### src/rtl/hazard_scoreboard.sv
// hazard_scoreboard: Tuse/Tnew hazard unit for the in-order MIPS pipeline.
// A shift register holds one record per post-decode stage (entry 0 = EX,
// entry DEPTH-1 = WB). The decode stall, every forward select and the MDU
// busy interlock are derived combinationally from those records and the
// instruction currently sitting in decode.
module hazard_scoreboard #(
  parameter int AW      = 5,
  parameter int DEPTH   = 3,
  parameter int TW      = 2,
  parameter int MDU_LAT = 5,
  parameter int CW      = 4,
  parameter int SW      = $clog2(DEPTH + 1)
) (
  input  logic                    clk,
  input  logic                    rst_n,
  input  logic                    id_valid,
  input  logic [AW-1:0]           id_rs,
  input  logic [AW-1:0]           id_rt,
  input  logic                    id_use_rs,
  input  logic                    id_use_rt,
  input  logic [TW-1:0]           id_tuse_rs,
  input  logic [TW-1:0]           id_tuse_rt,
  input  logic [AW-1:0]           id_a3,
  input  logic [TW-1:0]           id_tnew,
  input  logic                    id_mdu_start,
  input  logic                    id_mdu_use,
  input  logic                    flush,
  output logic                    stall,
  output logic [SW-1:0]           fwd_rs_id,
  output logic [SW-1:0]           fwd_rt_id,
  output logic [(DEPTH-1)*SW-1:0] fwd_rs_stage,
  output logic [(DEPTH-1)*SW-1:0] fwd_rt_stage,
  output logic                    mdu_busy
);

  // Entry state. valid marks a pending register write; the source fields are
  // kept even for non-writers (stores, branches) because those instructions
  // still need their operands forwarded while they travel down the pipe.
  logic [DEPTH-1:0] valid_q, valid_d;
  logic [DEPTH-1:0] use_rs_q, use_rs_d;
  logic [DEPTH-1:0] use_rt_q, use_rt_d;
  logic [AW-1:0]    a3_q   [DEPTH];
  logic [AW-1:0]    a3_d   [DEPTH];
  logic [AW-1:0]    rs_q   [DEPTH];
  logic [AW-1:0]    rs_d   [DEPTH];
  logic [AW-1:0]    rt_q   [DEPTH];
  logic [AW-1:0]    rt_d   [DEPTH];
  logic [TW-1:0]    tnew_q [DEPTH];
  logic [TW-1:0]    tnew_d [DEPTH];
  logic [CW-1:0]    mdu_cnt_q, mdu_cnt_d;

  logic             rs_hit, rt_hit;
  logic [SW-1:0]    rs_sel, rt_sel;
  logic [TW-1:0]    rs_hit_tnew, rt_hit_tnew;
  logic             data_stall, mdu_stall, load_id;

  // Find the youngest in-flight writer of each decode source; scanning from
  // the oldest entry down lets the youngest match overwrite older ones.
  always_comb begin
    rs_hit      = 1'b0;
    rs_sel      = '0;
    rs_hit_tnew = '0;
    rt_hit      = 1'b0;
    rt_sel      = '0;
    rt_hit_tnew = '0;
    for (int i = DEPTH - 1; i >= 0; i--) begin
      if (valid_q[i] && id_use_rs && (id_rs != '0) && (a3_q[i] == id_rs)) begin
        rs_hit      = 1'b1;
        rs_sel      = SW'(i + 1);
        rs_hit_tnew = tnew_q[i];
      end
      if (valid_q[i] && id_use_rt && (id_rt != '0) && (a3_q[i] == id_rt)) begin
        rt_hit      = 1'b1;
        rt_sel      = SW'(i + 1);
        rt_hit_tnew = tnew_q[i];
      end
    end
  end

  // Decode-stage forwarding, data/MDU interlocks and the stall itself.
  // Stall deliberately ignores flush so the front end sees a stable value.
  always_comb begin
    fwd_rs_id  = (rs_hit && (rs_hit_tnew == '0)) ? rs_sel : '0;
    fwd_rt_id  = (rt_hit && (rt_hit_tnew == '0)) ? rt_sel : '0;
    data_stall = (rs_hit && (rs_hit_tnew > id_tuse_rs)) ||
                 (rt_hit && (rt_hit_tnew > id_tuse_rt));
    mdu_stall  = id_mdu_use && (mdu_cnt_q != '0);
    stall      = id_valid && (data_stall || mdu_stall);
    mdu_busy   = (mdu_cnt_q != '0);
  end

  // Per-stage forwarding: the instruction in entry s looks only at older
  // entries s+1..DEPTH-1, and only the youngest of those matches decides.
  always_comb begin
    logic          hit_rs, hit_rt;
    logic [SW-1:0] sel_rs, sel_rt;
    logic [TW-1:0] tn_rs, tn_rt;
    hit_rs       = 1'b0;
    hit_rt       = 1'b0;
    sel_rs       = '0;
    sel_rt       = '0;
    tn_rs        = '0;
    tn_rt        = '0;
    fwd_rs_stage = '0;
    fwd_rt_stage = '0;
    for (int s = 0; s < DEPTH - 1; s++) begin
      hit_rs = 1'b0;
      hit_rt = 1'b0;
      sel_rs = '0;
      sel_rt = '0;
      tn_rs  = '0;
      tn_rt  = '0;
      for (int j = DEPTH - 1; j > s; j--) begin
        if (valid_q[j] && use_rs_q[s] && (rs_q[s] != '0) && (a3_q[j] == rs_q[s])) begin
          hit_rs = 1'b1;
          sel_rs = SW'(j + 1);
          tn_rs  = tnew_q[j];
        end
        if (valid_q[j] && use_rt_q[s] && (rt_q[s] != '0) && (a3_q[j] == rt_q[s])) begin
          hit_rt = 1'b1;
          sel_rt = SW'(j + 1);
          tn_rt  = tnew_q[j];
        end
      end
      fwd_rs_stage[s*SW +: SW] = (hit_rs && (tn_rs == '0)) ? sel_rs : '0;
      fwd_rt_stage[s*SW +: SW] = (hit_rt && (tn_rt == '0)) ? sel_rt : '0;
    end
  end

  // Next entry state: advance every record one stage (ageing tnew toward 0),
  // load decode or a bubble into entry 0, and let flush wipe everything.
  always_comb begin
    load_id  = id_valid && !stall && !flush;
    valid_d  = valid_q;
    use_rs_d = use_rs_q;
    use_rt_d = use_rt_q;
    for (int i = 0; i < DEPTH; i++) begin
      a3_d[i]   = a3_q[i];
      rs_d[i]   = rs_q[i];
      rt_d[i]   = rt_q[i];
      tnew_d[i] = tnew_q[i];
    end
    for (int i = 1; i < DEPTH; i++) begin
      valid_d[i]  = valid_q[i-1];
      use_rs_d[i] = use_rs_q[i-1];
      use_rt_d[i] = use_rt_q[i-1];
      a3_d[i]     = a3_q[i-1];
      rs_d[i]     = rs_q[i-1];
      rt_d[i]     = rt_q[i-1];
      tnew_d[i]   = (tnew_q[i-1] == '0) ? '0 : tnew_q[i-1] - TW'(1);
    end
    valid_d[0]  = load_id && (id_a3 != '0);
    use_rs_d[0] = load_id && id_use_rs;
    use_rt_d[0] = load_id && id_use_rt;
    a3_d[0]     = id_a3;
    rs_d[0]     = id_rs;
    rt_d[0]     = id_rt;
    tnew_d[0]   = id_tnew;
    if (flush) begin
      valid_d  = '0;
      use_rs_d = '0;
      use_rt_d = '0;
    end
  end

  // MDU occupancy: reload on an issuing mult/div, otherwise count down.
  // Flush leaves it alone because the unit finishes the op regardless.
  always_comb begin
    if (id_mdu_start && id_valid && !stall) begin
      mdu_cnt_d = CW'(MDU_LAT);
    end else if (mdu_cnt_q != '0) begin
      mdu_cnt_d = mdu_cnt_q - CW'(1);
    end else begin
      mdu_cnt_d = '0;
    end
  end

  // State registers.
  always_ff @(posedge clk or negedge rst_n) begin
    if (!rst_n) begin
      valid_q   <= '0;
      use_rs_q  <= '0;
      use_rt_q  <= '0;
      mdu_cnt_q <= '0;
      for (int i = 0; i < DEPTH; i++) begin
        a3_q[i]   <= '0;
        rs_q[i]   <= '0;
        rt_q[i]   <= '0;
        tnew_q[i] <= '0;
      end
    end else begin
      valid_q   <= valid_d;
      use_rs_q  <= use_rs_d;
      use_rt_q  <= use_rt_d;
      mdu_cnt_q <= mdu_cnt_d;
      for (int i = 0; i < DEPTH; i++) begin
        a3_q[i]   <= a3_d[i];
        rs_q[i]   <= rs_d[i];
        rt_q[i]   <= rt_d[i];
        tnew_q[i] <= tnew_d[i];
      end
    end
  end

endmodule

### config.mk
export PLATFORM = sky130hd
export DESIGN_NAME = hazard_scoreboard
export DESIGN_NICKNAME = d
export VERILOG_FILES = /design/src/rtl/hazard_scoreboard.sv
export SDC_FILE = /design/constraint.sdc
export NUM_CORES = 1
export LEC_CHECK = 0
export BUFFER_PORTS_ARGS = -buffer_cell sky130_fd_sc_hd__buf_2
export CORE_UTILIZATION = 45
export CTS_CLUSTER_SIZE = 16
export DETAILED_ROUTE_END_ITERATION = 8
export PLACE_DENSITY = 0.64
export SLEW_MARGIN = 20
export SYNTH_ARGS = -nofsm -noshare
export SYNTH_HDL_FRONTEND = slang
export SYNTH_SLANG_ARGS = --single-unit
### constraint.sdc
create_clock -name clk -period 7.1 [get_ports clk]
set_clock_uncertainty 0.2 [all_clocks]
set_input_delay 1.775 -clock clk [delete_from_list [all_inputs] [get_ports clk]]
set_output_delay 1.775 -clock clk [all_outputs]
set_load 0.01 [all_outputs]
==> results.txt <==
----------------------------------------------------
[Power]
  Sw Ratio ... 29.7%
  Internal power consumption ... 448 uW
  Share of power burned in the clock network ... 27.1%
  Sequential group share of total power ... 54.5%
  Portion of total power attributed to combinational logic ... 18.4%
  Power Dens Cells ... 208 nW/um^2
  Maximum VDD drop ... 0.000116 V
  Switching power ... 189 uW
  Leakage power ... 0.00136 uW
  Pwr Total ... 637 uW

[Synthesis]
  Top-area cell type share of the netlist area ... 48.4%
  Ys flop type ... dfrtp_1
  EDFF count, synth ... 0
  Leading area contributor after synthesis ... dfrtp_1
  Gate count after technology mapping ... 245
  Number of synthesized register bits ... 52
  Number of unique standard cell types used by synthesis ... 42
  Fraction of registers with async set/reset ... 100%
  Average footprint of a synthesized cell ... 11.0 um^2
  Warning count from the yosys run ... 0
  Net count after synthesis ... 279
  Main area contributors after synthesis ... dfrtp_1, xnor2_1, xor2_1
  Netlist area before placement ... 2690 um^2
  Ranking of synthesized cells by instance count ... dfrtp_1, xnor2_1, xor2_1
  Count leader, synth ... dfrtp_1
  Proportion of synthesized chip area in sequential cells ... 48.4%

[Hold path]
  Worst min path class ... reg -> reg
  Hold worst-path end ... a3_d[2]
  Worst hold path startpoint ... a3_d[7]
  Cell depth of the worst min-delay path ... 0

[Clocking]
  Clock tree sinks ... 52
  Clk pin slew, worst setup/hold paths ... 0.09 ns
  Post-CTS Setup Repair Bufs ... 0
  TritonCTS Buffers ... 5
  Master cell of the clock root buffer ... clkbuf_8
  Latest clock arrival within the worst-skew pair ... 0.31 ns
  Clock tree from TritonCTS ... built
  Hold buffers post-CTS ... 0
  H-Tree Depth ... 2
  Max Root-Sink Buffers ... 2
  # resized after CTS ... 0

[STA]
  Share of the clock period used by the worst path after layout ... 91.7%
  Number of hold violations in the final report ... 0
  Final critical-path setup slack ... 0.589 ns
  Hold_ws ... 0.260 ns
  Crit path time final ... 6.51 ns
  Max transition margin ... 36.7%
  Final TNS setup ... 0 ns
  Highest Clock Rate ... 154 MHz
  Final setup violation count ... 0
  Slew at the pin closest to its max-slew limit ... 0.942 ns
  Final number of max-transition violations ... 0
  RSZ-0062 raised after global routing ... no

[Die]
  Die W ... 79.3 um
  Effective utilization at floorplan ... 47.7%
  I/O pin cnt ... 43
  Core Footprint ... 5640 um^2
  Area enclosed by the die boundary ... 6290 um^2
  # rows ... 27
  Height of the die ... 79.3 um

[Global route]
  Number of global-route vias before repair ... 1930
  Pin count of the biggest net entering global routing ... 53
  Number of antenna violations at the first check in global routing ... 0
  Global routing usage summed across all routing layers ... 20.8%
  Global-route wire length before repair ... 9.65 mm
  Overflow left after global routing ... 0

[Detailed routing]
  Post-DR vias/cell ... 5.27
  Detailed-route wire length per cell ... 16.1 um
  Antenna viol nets, final ... 0
  Total DRC errors in the routed layout ... 0
  Initial detailed-routing violation count ... 51
  Length of the first detailed-routing pass in iterations ... 4
  DRT Wirelength ... 5.82 mm
  Total number of vias ... 1908

[Place]
  Number of buffer cells added on primary ports ... 42
  Placed wire-length estimate ... 4.32 mm
  RD Place Congestion ... 0.815
  Placement Setup Slack ... 0.569 ns

[Setup path]
  Worst reg2reg setup slack ... 3.71 ns
  Number of cells on the worst reg-to-reg path ... 12
  Startpoint Class ... input port
  Reg2reg start ... a3_d[3]
  Worst Path Class, Setup ... in -> out
  Element type at the critical path end ... primary output
  Worst Path Arrival ... 4.54 ns
  FF-to-FF End ... use_rt_q[0]
  Required time of the critical path ... 5.12 ns
  Maximum fanout along the worst path ... 8

[Finish]
  Fraction of layout instances using a drive strength above 1 ... 21.7%
  Register cell area after layout ... 1300 um^2
  Layout area overhead ... 13.8%
  Number of fill cells ... 510
  Final net count ... 323
  Total area of multi-input combinational cells ... 1310 um^2
  Number of inserted diodes ... 0

[Job]
  Maximum Capacitance Violations ... 0

[Run status]
  Outcome ... complete, no violations

----------------------------------------------------
[cells by family after synthesis]
family	Yosys count	share of synthesized area (%)
adders and majority gates	5	2.33
muxes	4	1.49
DFF	52	48.4
and+or+nand+nor	87	19.3
buffers and inverters	18	2.79
AOI/OAI and AO/OA	21	6.84
xor gates and xnor gates	58	18.9
[state kept, by name, indices dropped and copies added (netlist names), 3 cells and up]
name       cells
rt_d          10
mdu_cnt_q      4
tnew_q         6
a3_q           5
a3_d          10
valid_q        3
rs_d          10
[metrics by stage]
step / util, % / instances / instance area (um^2)
floorplan: - / 245 / 2690
global placement: 52.7 / 354 / 2970
detailed placement: 52.7 / 354 / 2970
CTS: 54.3 / 362 / 3060
global route: 54.3 / 362 / 3060
finish: 54.3 / 362 / 3060
[per-layer routing]
layer | track usage, % | wire length, um | up-vias
met5 | 0 | 0 | -
met4 | 5.82 | 95 | 0
met3 | 3.68 | 226 | 9
met2 | 34.6 | 2790 | 42
met1 | 27.8 | 2720 | 924
li1 | - | - | 933
[worst max path at each step]
stage	from	to	slack, ns	cells past startpoint
2_1_floorplan	id_rt[0]	stall	1.19	11
3_3_place_gp	id_rt[4]	stall	0.61	14
3_5_place_dp	id_rt[4]	stall	0.57	14
4_1_cts	id_rt[4]	stall	0.56	14
5_1_grt	id_rt[1]	stall	0.34	13
6_report	id_rt[4]	stall	0.59	14
[power by group through the flow]
stage	Clock [uW]	Sequential (uW)	Combinational, uW
after floorplan	0	342	86.4
after global placement	0	353	118
after detailed placement	0	353	120
after CTS	177	348	120
after global routing	188	350	132
final	173	347	118
[cell usage in the layout, fill, tap and decap left out, types with 2 or more instances in the layout]
master / count
a21oi_1: 4
and2_1: 2
and3_1: 4
buf_2: 42
buf_4: 2
clkbuf_8: 5
dfrtp_1: 52
ha_1: 5
inv_1: 11
mux2i_1: 4
nand2_1: 14
nand2b_1: 3
nand3_1: 8
nand3b_1: 2
nand4_1: 5
nand4b_1: 2
nor2_1: 9
nor2b_1: 6
nor3_1: 6
nor3b_1: 2
nor4_1: 11
nor4b_1: 3
o21a_1: 2
o21ai_0: 4
or2_2: 2
or4_1: 3
or4_4: 2
xnor2_1: 37
xor2_1: 21
[worst max-delay path: stages]
cell	delay (ns)
buf_2	0.17
xnor2_1	0.14
nand4_1	0.11
nor3_1	0.77
nand3b_1	0.21
a31o_2	0.17
inv_1	0.04
ha_1	0.28
a21oi_1	0.06
a21oi_1	0.22
o31ai_4	0.13
o211ai_4	0.18
and2_1	0.17
buf_2	0.12
[area by class of cell]
class	instances	share of cell area, %
Sequential cell	52	42.5
Tap cell	72	2.94
Multi-Input combinational cell	175	42.9
Timing Repair Buffer	44	7.36
Clock inverter	3	0.695
Inverter	11	1.35
Clock buffer	5	2.25
Note: power is estimated with default switching activity, not from simulation.
